## config.mk

```make
export PLATFORM = sky130hd
export DESIGN_NAME = lift_row_sequencer
export DESIGN_NICKNAME = d
export VERILOG_FILES = /design/src/rtl/lift_row_sequencer_pkg.sv /design/src/rtl/lift_row_sequencer_mirror_idx.sv /design/src/rtl/lift_row_sequencer.sv
export SDC_FILE = /design/constraint.sdc
export NUM_CORES = 1
export LEC_CHECK = 0
export CAP_MARGIN = 15
export CORE_ASPECT_RATIO = 0.6
export CORE_MARGIN = 5
export CORE_UTILIZATION = 30
export CTS_BUF_LIST = sky130_fd_sc_hd__clkbuf_16
export DETAILED_ROUTE_END_ITERATION = 6
export SLEW_MARGIN = 10
export SYNTH_ARGS = -nofsm -noshare
export SYNTH_HDL_FRONTEND = slang
export SYNTH_SLANG_ARGS = --single-unit
```

## constraint.sdc

```tcl
create_clock -name clk_i -period 5.45 [get_ports clk_i]
set_input_delay 1.3625 -clock clk_i [delete_from_list [all_inputs] [get_ports clk_i]]
set_output_delay 1.3625 -clock clk_i [all_outputs]
set_load 0.05 [all_outputs]
```

## src/rtl/lift_row_sequencer_pkg.sv

```systemverilog
// Shared definitions for the lifting row sequencer: flag layout, the four
// pass flag codes presented to lift_step, and the sequencer state encoding.
package lift_row_sequencer_pkg;

  // Bit positions inside the 4-bit flags word; bit 3 is always zero.
  localparam int FlagPredictBit = 0;
  localparam int FlagFwdBit     = 1;
  localparam int FlagOneBit     = 2;

  localparam logic [3:0] FlagsFwdPredict =
    4'((1 << FlagOneBit) | (1 << FlagFwdBit) | (1 << FlagPredictBit));
  localparam logic [3:0] FlagsFwdUpdate  =
    4'((1 << FlagOneBit) | (1 << FlagFwdBit));
  localparam logic [3:0] FlagsInvPredict =
    4'((1 << FlagOneBit) | (1 << FlagPredictBit));
  localparam logic [3:0] FlagsInvUpdate  =
    4'(1 << FlagOneBit);

  typedef enum logic [2:0] {
    StIdle,
    StRd,
    StIssue,
    StWait,
    StWr,
    StNext,
    StDone
  } seqState_e;

  // Select the flag code for the current direction and pass type.
  function automatic logic [3:0] makeFlags(input logic inverse, input logic isPredict);
    logic [3:0] f;
    case ({inverse, isPredict})
      2'b01:   f = FlagsFwdPredict;
      2'b00:   f = FlagsFwdUpdate;
      2'b11:   f = FlagsInvPredict;
      default: f = FlagsInvUpdate;
    endcase
    return f;
  endfunction

endpackage

```

## src/rtl/lift_row_sequencer_mirror_idx.sv

```systemverilog
// Neighbour index generator with symmetric extension at both row ends:
// sample 0 borrows sample 1 as its left neighbour, sample W-1 borrows W-2
// as its right neighbour.
module lift_mirror_idx #(
  parameter int W  = 16,
  parameter int AW = 4
) (
  input  logic [AW-1:0] i_idx,
  output logic [AW-1:0] o_leftIdx,
  output logic [AW-1:0] o_rightIdx
);

  localparam logic [AW-1:0] LastIdx   = AW'(W - 1);
  localparam logic [AW-1:0] PenultIdx = AW'(W - 2);
  localparam logic [AW-1:0] OneIdx    = AW'(1);

  // Mirror the out-of-row neighbour back into the row.
  always_comb begin
    o_leftIdx  = (i_idx == '0)      ? OneIdx    : i_idx - OneIdx;
    o_rightIdx = (i_idx == LastIdx) ? PenultIdx : i_idx + OneIdx;
  end

endmodule

```

## src/rtl/lift_row_sequencer.sv

```systemverilog
// Row sequencer feeding lift_step: for each sample of a pass it reads the
// (left, sam, right) triple from a sync-read RAM, hands it to lift_step,
// waits for the result and writes it back in place. Two passes per row.
module lift_row_sequencer
  import lift_row_sequencer_pkg::*;
#(
  parameter int W  = 16,
  parameter int AW = 4,
  parameter int DW = 8
) (
  input  logic          clk_i,
  input  logic          rst_i,
  input  logic          start_i,
  input  logic          inverse_i,
  output logic          busy_o,
  output logic          done_o,
  output logic [AW-1:0] mem_addr_o,
  output logic          mem_rd_o,
  input  logic [DW-1:0] mem_rdata_i,
  output logic          mem_we_o,
  output logic [DW-1:0] mem_wdata_o,
  output logic [3:0]    flags_o,
  output logic [DW-1:0] left_o,
  output logic [DW-1:0] sam_o,
  output logic [DW-1:0] right_o,
  output logic          lift_upd_o,
  input  logic [DW:0]   lift_res_i,
  input  logic          lift_done_i
);

  localparam logic [AW-1:0] LastPairIdx = AW'(W - 2);
  localparam logic [AW-1:0] StepIdx     = AW'(2);

  seqState_e     r_state;
  seqState_e     w_stateNext;
  logic [1:0]    r_rdCnt;
  logic [AW-1:0] r_idx;
  logic          r_pass;
  logic          r_inv;
  logic [DW-1:0] r_left;
  logic [DW-1:0] r_sam;
  logic [DW-1:0] r_right;
  logic [DW-1:0] r_res;
  logic [AW-1:0] w_leftIdx;
  logic [AW-1:0] w_rightIdx;
  logic          w_isPredict;
  logic          w_lastIdx;
  logic          w_unusedResMsb;

  // The written sample wraps to DW bits, so the result sign bit is not stored.
  assign w_unusedResMsb = lift_res_i[DW];

  // Forward runs predict first, inverse runs update first.
  assign w_isPredict = r_inv ? r_pass : ~r_pass;
  assign w_lastIdx   = (r_idx >= LastPairIdx);

  lift_mirror_idx #(
    .W  (W),
    .AW (AW)
  ) u_mirror (
    .i_idx      (r_idx),
    .o_leftIdx  (w_leftIdx),
    .o_rightIdx (w_rightIdx)
  );

  // State register; reset abandons any row in progress.
  always_ff @(posedge clk_i) begin
    if (rst_i) begin
      r_state <= StIdle;
    end else begin
      r_state <= w_stateNext;
    end
  end

  // Next-state decode and all outputs; everything idles at zero.
  always_comb begin
    w_stateNext = r_state;
    busy_o      = 1'b0;
    done_o      = 1'b0;
    mem_addr_o  = '0;
    mem_rd_o    = 1'b0;
    mem_we_o    = 1'b0;
    mem_wdata_o = '0;
    flags_o     = '0;
    left_o      = '0;
    sam_o       = '0;
    right_o     = '0;
    lift_upd_o  = 1'b0;
    case (r_state)
      StIdle: begin
        if (start_i) w_stateNext = StRd;
      end
      StRd: begin
        busy_o   = 1'b1;
        mem_rd_o = (r_rdCnt != 2'd3);
        case (r_rdCnt)
          2'd0:    mem_addr_o = w_leftIdx;
          2'd1:    mem_addr_o = r_idx;
          2'd2:    mem_addr_o = w_rightIdx;
          default: mem_addr_o = '0;
        endcase
        if (r_rdCnt == 2'd3) w_stateNext = StIssue;
      end
      StIssue: begin
        busy_o      = 1'b1;
        flags_o     = makeFlags(r_inv, w_isPredict);
        left_o      = r_left;
        sam_o       = r_sam;
        right_o     = r_right;
        lift_upd_o  = 1'b1;
        w_stateNext = StWait;
      end
      StWait: begin
        busy_o  = 1'b1;
        flags_o = makeFlags(r_inv, w_isPredict);
        left_o  = r_left;
        sam_o   = r_sam;
        right_o = r_right;
        if (lift_done_i) w_stateNext = StWr;
      end
      StWr: begin
        busy_o      = 1'b1;
        mem_we_o    = 1'b1;
        mem_addr_o  = r_idx;
        mem_wdata_o = r_res;
        w_stateNext = StNext;
      end
      StNext: begin
        busy_o      = 1'b1;
        w_stateNext = (w_lastIdx && r_pass) ? StDone : StRd;
      end
      StDone: begin
        done_o      = 1'b1;
        w_stateNext = StIdle;
      end
      default: w_stateNext = StIdle;
    endcase
  end

  // Datapath: row position, pass tracking, read capture and result latch.
  always_ff @(posedge clk_i) begin
    if (rst_i) begin
      r_rdCnt <= '0;
      r_idx   <= '0;
      r_pass  <= 1'b0;
      r_inv   <= 1'b0;
      r_left  <= '0;
      r_sam   <= '0;
      r_right <= '0;
      r_res   <= '0;
    end else begin
      case (r_state)
        StIdle: begin
          if (start_i) begin
            r_inv   <= inverse_i;
            r_pass  <= 1'b0;
            r_idx   <= inverse_i ? AW'(0) : AW'(1);
            r_rdCnt <= '0;
          end
        end
        StRd: begin
          r_rdCnt <= r_rdCnt + 2'd1;
          case (r_rdCnt)
            2'd1:    r_left  <= mem_rdata_i;
            2'd2:    r_sam   <= mem_rdata_i;
            2'd3:    r_right <= mem_rdata_i;
            default: ;
          endcase
        end
        StWait: begin
          if (lift_done_i) r_res <= lift_res_i[DW-1:0];
        end
        StNext: begin
          if (w_lastIdx) begin
            if (!r_pass) begin
              r_pass <= 1'b1;
              r_idx  <= r_inv ? AW'(1) : AW'(0);
            end
          end else begin
            r_idx <= r_idx + StepIdx;
          end
        end
        default: ;
      endcase
    end
  end

endmodule

```

==> key figures <==
Status
  • Status: finished clean

Synth
  • Mean Syn Cell Area: 7.59 um^2
  • Top cell type's share of synthesized area: 35.9%
  • Post-synthesis xor/xnor area fraction: 1.10%
  • Largest family of logic cells by synthesized area: simple AND/OR/NAND/NOR gates
  • Distinct cells, synth: 51
  • Leading area contributor after synthesis: dfxtp_1
  • Synth cell count leaders: nand2_1, a21oi_1, dfxtp_1
  • Ys Warns: 0
  • Seq/Total Area, Yosys: 35.9%
  • Synth Area in Adders: 5.74%
  • Top post-synthesis cells by area: dfxtp_1, nand2_1, a21oi_1
  • Predominant post-synthesis flop cell: dfxtp_1
  • Synthesized area: 2400 um^2
  • Post-synthesis instance total: 316
  • Post-synth ARST share: 0%
  • Yosys reg bits: 43
  • Post-synth net total: 349
  • Post-synth EDFFs: 0
  • Most frequent cell after synthesis: nand2_1
  • Post-synthesis mux area share: 0.887%
  • Simple-Gate Fraction of Synth Area: 31.9%
  • Compound-Gate Fraction of Synth Area: 17.4%

CTS
  • Clock latency at the later pin of the worst-skew pair: 0.28 ns
  • CTS buffer count: 5
  • # clock sinks: 43
  • Hold buffers post-CTS: 0
  • Clk slew on worst S/H paths: 0.06 ns
  • CTS tree: built
  • CTS Root Cell: clkbuf_16
  • CTS max path bufs: 2
  • PostCTS Resize Cnt: 0
  • Setup Fix Bufs, Post-CTS: 0
  • H-tree level count: 2

GRT
  • Vias in the first global route: 1995
  • Largest net degree at the start of global routing: 28
  • GRT Total Usage: 12.5%
  • Global-route wire length before repair: 10100 um
  • Initial antenna violation count: 0
  • GRT overflow: 0

Routing
  • DR vias/cell: 4.72
  • Antenna Violating Nets Remaining: 0
  • Total length of routed wires: 6350 um
  • Number of remaining DRC errors: 0
  • Wire per inst: 13.4 um
  • First-pass iteration count of the detailed router: 4
  • Via count: 2244
  • Starting DRC count in detailed routing: 198

Worst setup path
  • Crit path max-delay family: buffers and inverters
  • RR Endpoint: r_res[1]
  • R2R setup slack: 3.32 ns
  • Slowest stage delay, CP: 0.83 ns
  • Type of origin of the critical path: flop
  • CP Capture Type: primary output
  • Buffers and inverters on the worst path: 2
  • Worst r2r path cells: 5
  • Worst R2R Start: r_state[1]
  • Critical path class: reg -> out
  • Critical path required time: 4.09 ns
  • Crit path max fanout: 18
  • Crit-path cells: or4b_1 -> clkinv_4 -> a21oi_1 -> o22ai_1 -> clkdlybuf4s50_1
  • CP max stage cell: clkdlybuf4s50_1
  • Worst EP arrival: 2.91 ns

Cells and area
  • Final instance area: 3210 um^2
  • Layout cells sized above 1: 5.18%
  • Register area: 861 um^2
  • Layout Utilization: 41.0%
  • Non-Filler Instances: 475
  • ANT cells: 0
  • Final net count: 399
  • Area occupied by multi-input gates: 1370 um^2
  • Fill count: 793
  • Area added between synthesis and finish: 33.8%

Timing
  • Final period util: 78.3%
  • Skew final: 0.00627 ns
  • Fmax: 234 MHz
  • Setup TNS: 0 ns
  • Worst Tran Pin Value: 0.880 ns
  • Final setup fails: 0
  • Relative slew slack: 41.1%
  • Pins Over Slew Limit: 0
  • Clock period minus worst slack: 4.27 ns
  • Final Hold Fails: 0
  • RSZ-0062 raised after global routing: no

Floorplan
  • Die Wd: 125 um
  • Starting Density: 30.7%
  • DIE AREA: 9940 um^2
  • Core footprint: 7820 um^2
  • Top-level I/O count: 67
  • Die H: 79.2 um
  • Num rows: 25

Hold path
  • Worst Hold Path EP: r_res[3]
  • Min-Delay Startpoint: r_res[3]
  • Cell depth of the worst hold path: 2
  • Worst hold-check path type: reg -> reg

Run
  • Max cap viols: 0

Placed design
  • Final GP Congestion: 0.773
  • DP Cell Count: 467
  • Placed cell area: 3070 um^2
  • IO buf count: 64
  • DP HPWL: 4760 um

Power
  • Static leakage: 1.12 nW
  • P per Cell Area: 270 nW/um^2
  • Peak VDD IR: 0.182 mV
==> stage by stage <==
stage,total power [mW],hold WS [ns],setup WS (ns)
after floorplan,0.521,0.432,1.95
after global placement,0.581,0.438,1.52
after detailed placement,0.585,0.443,1.51
after CTS,0.873,0.451,1.19
after global routing,0.911,0.472,1.04
final,0.866,0.450,1.18
==> state kept, by name, indices dropped and copies added, names as in the netlist <==
signal,cells
r_sam,8
r_pass,1
r_idx,4
r_inv,1
r_res,8
r_left,8
r_rdCnt,2
r_right,8
r_state,3
==> worst min-delay path, cell delays in order, from the launching register on <==
cell	delay, ns
dfxtp_1	0.30
nand2_1	0.05
a21oi_1	0.05
==> report_power, final <==
group,switching [mW],internal [mW]
registers,0.0238,0.327
logic,0.145,0.0836
clock network,0.120,0.167
==> layer usage <==
layer	global-route usage, %	up-vias	routed length, um
met5	0	-	0
met1	18.6	1005	3450
met2	17.3	82	2470
met4	2.81	0	59
met3	3.90	8	374
li1	-	1149	-
==> how the worst max path moves through the flow <==
| stage | startpoint | to | slack (ns) | cells after the start |
|---|---|---|---|---|
| floorplan | r_rdCnt[0] | mem_addr_o[0] | 1.95 | 6 |
| global placement | r_state[0] | mem_addr_o[0] | 1.52 | 5 |
| detailed placement | r_state[0] | mem_addr_o[0] | 1.51 | 5 |
| CTS | r_state[0] | mem_addr_o[0] | 1.19 | 5 |
| global route | r_state[0] | mem_addr_o[0] | 1.04 | 5 |
| finish | r_state[0] | mem_addr_o[0] | 1.18 | 5 |
==> final cells by class <==
type | instances | share of cell area [%]
well taps | 108 | 4.21
multi-input cells | 240 | 42.8
repair buffers | 66 | 20.4
flip-flops and latches | 43 | 26.8
clock inverters | 3 | 0.507
clock buffers | 5 | 3.90
inverters | 10 | 1.33
==> kinds of logic after synthesis <==
logic type               count (synthesis)
AO/OA/AOI/OAI                           71
XOR/XNOR                                 3
adder cells (fa/ha/maj)                 11
buffers and inverters                   33
flip-flops                              43
multiplexers                             2
other                                    1
AND/OR/NAND/NOR                        152
==> cell usage in the layout, fill, tap and decap left out, types with 3 or more instances in the layout <==
| master | n |
|---|---|
| a21oi_1 | 45 |
| and2_1 | 35 |
| and3_1 | 3 |
| clkbuf_16 | 5 |
| clkdlybuf4s50_1 | 64 |
| dfxtp_1 | 43 |
| ha_1 | 11 |
| inv_1 | 8 |
| nand2_1 | 72 |
| nand3_1 | 4 |
| nor2_1 | 19 |
| nor3_1 | 5 |
| o21ai_0 | 4 |
| o21ai_1 | 3 |
No activity file was read; power rests on OpenSTA's default activity.
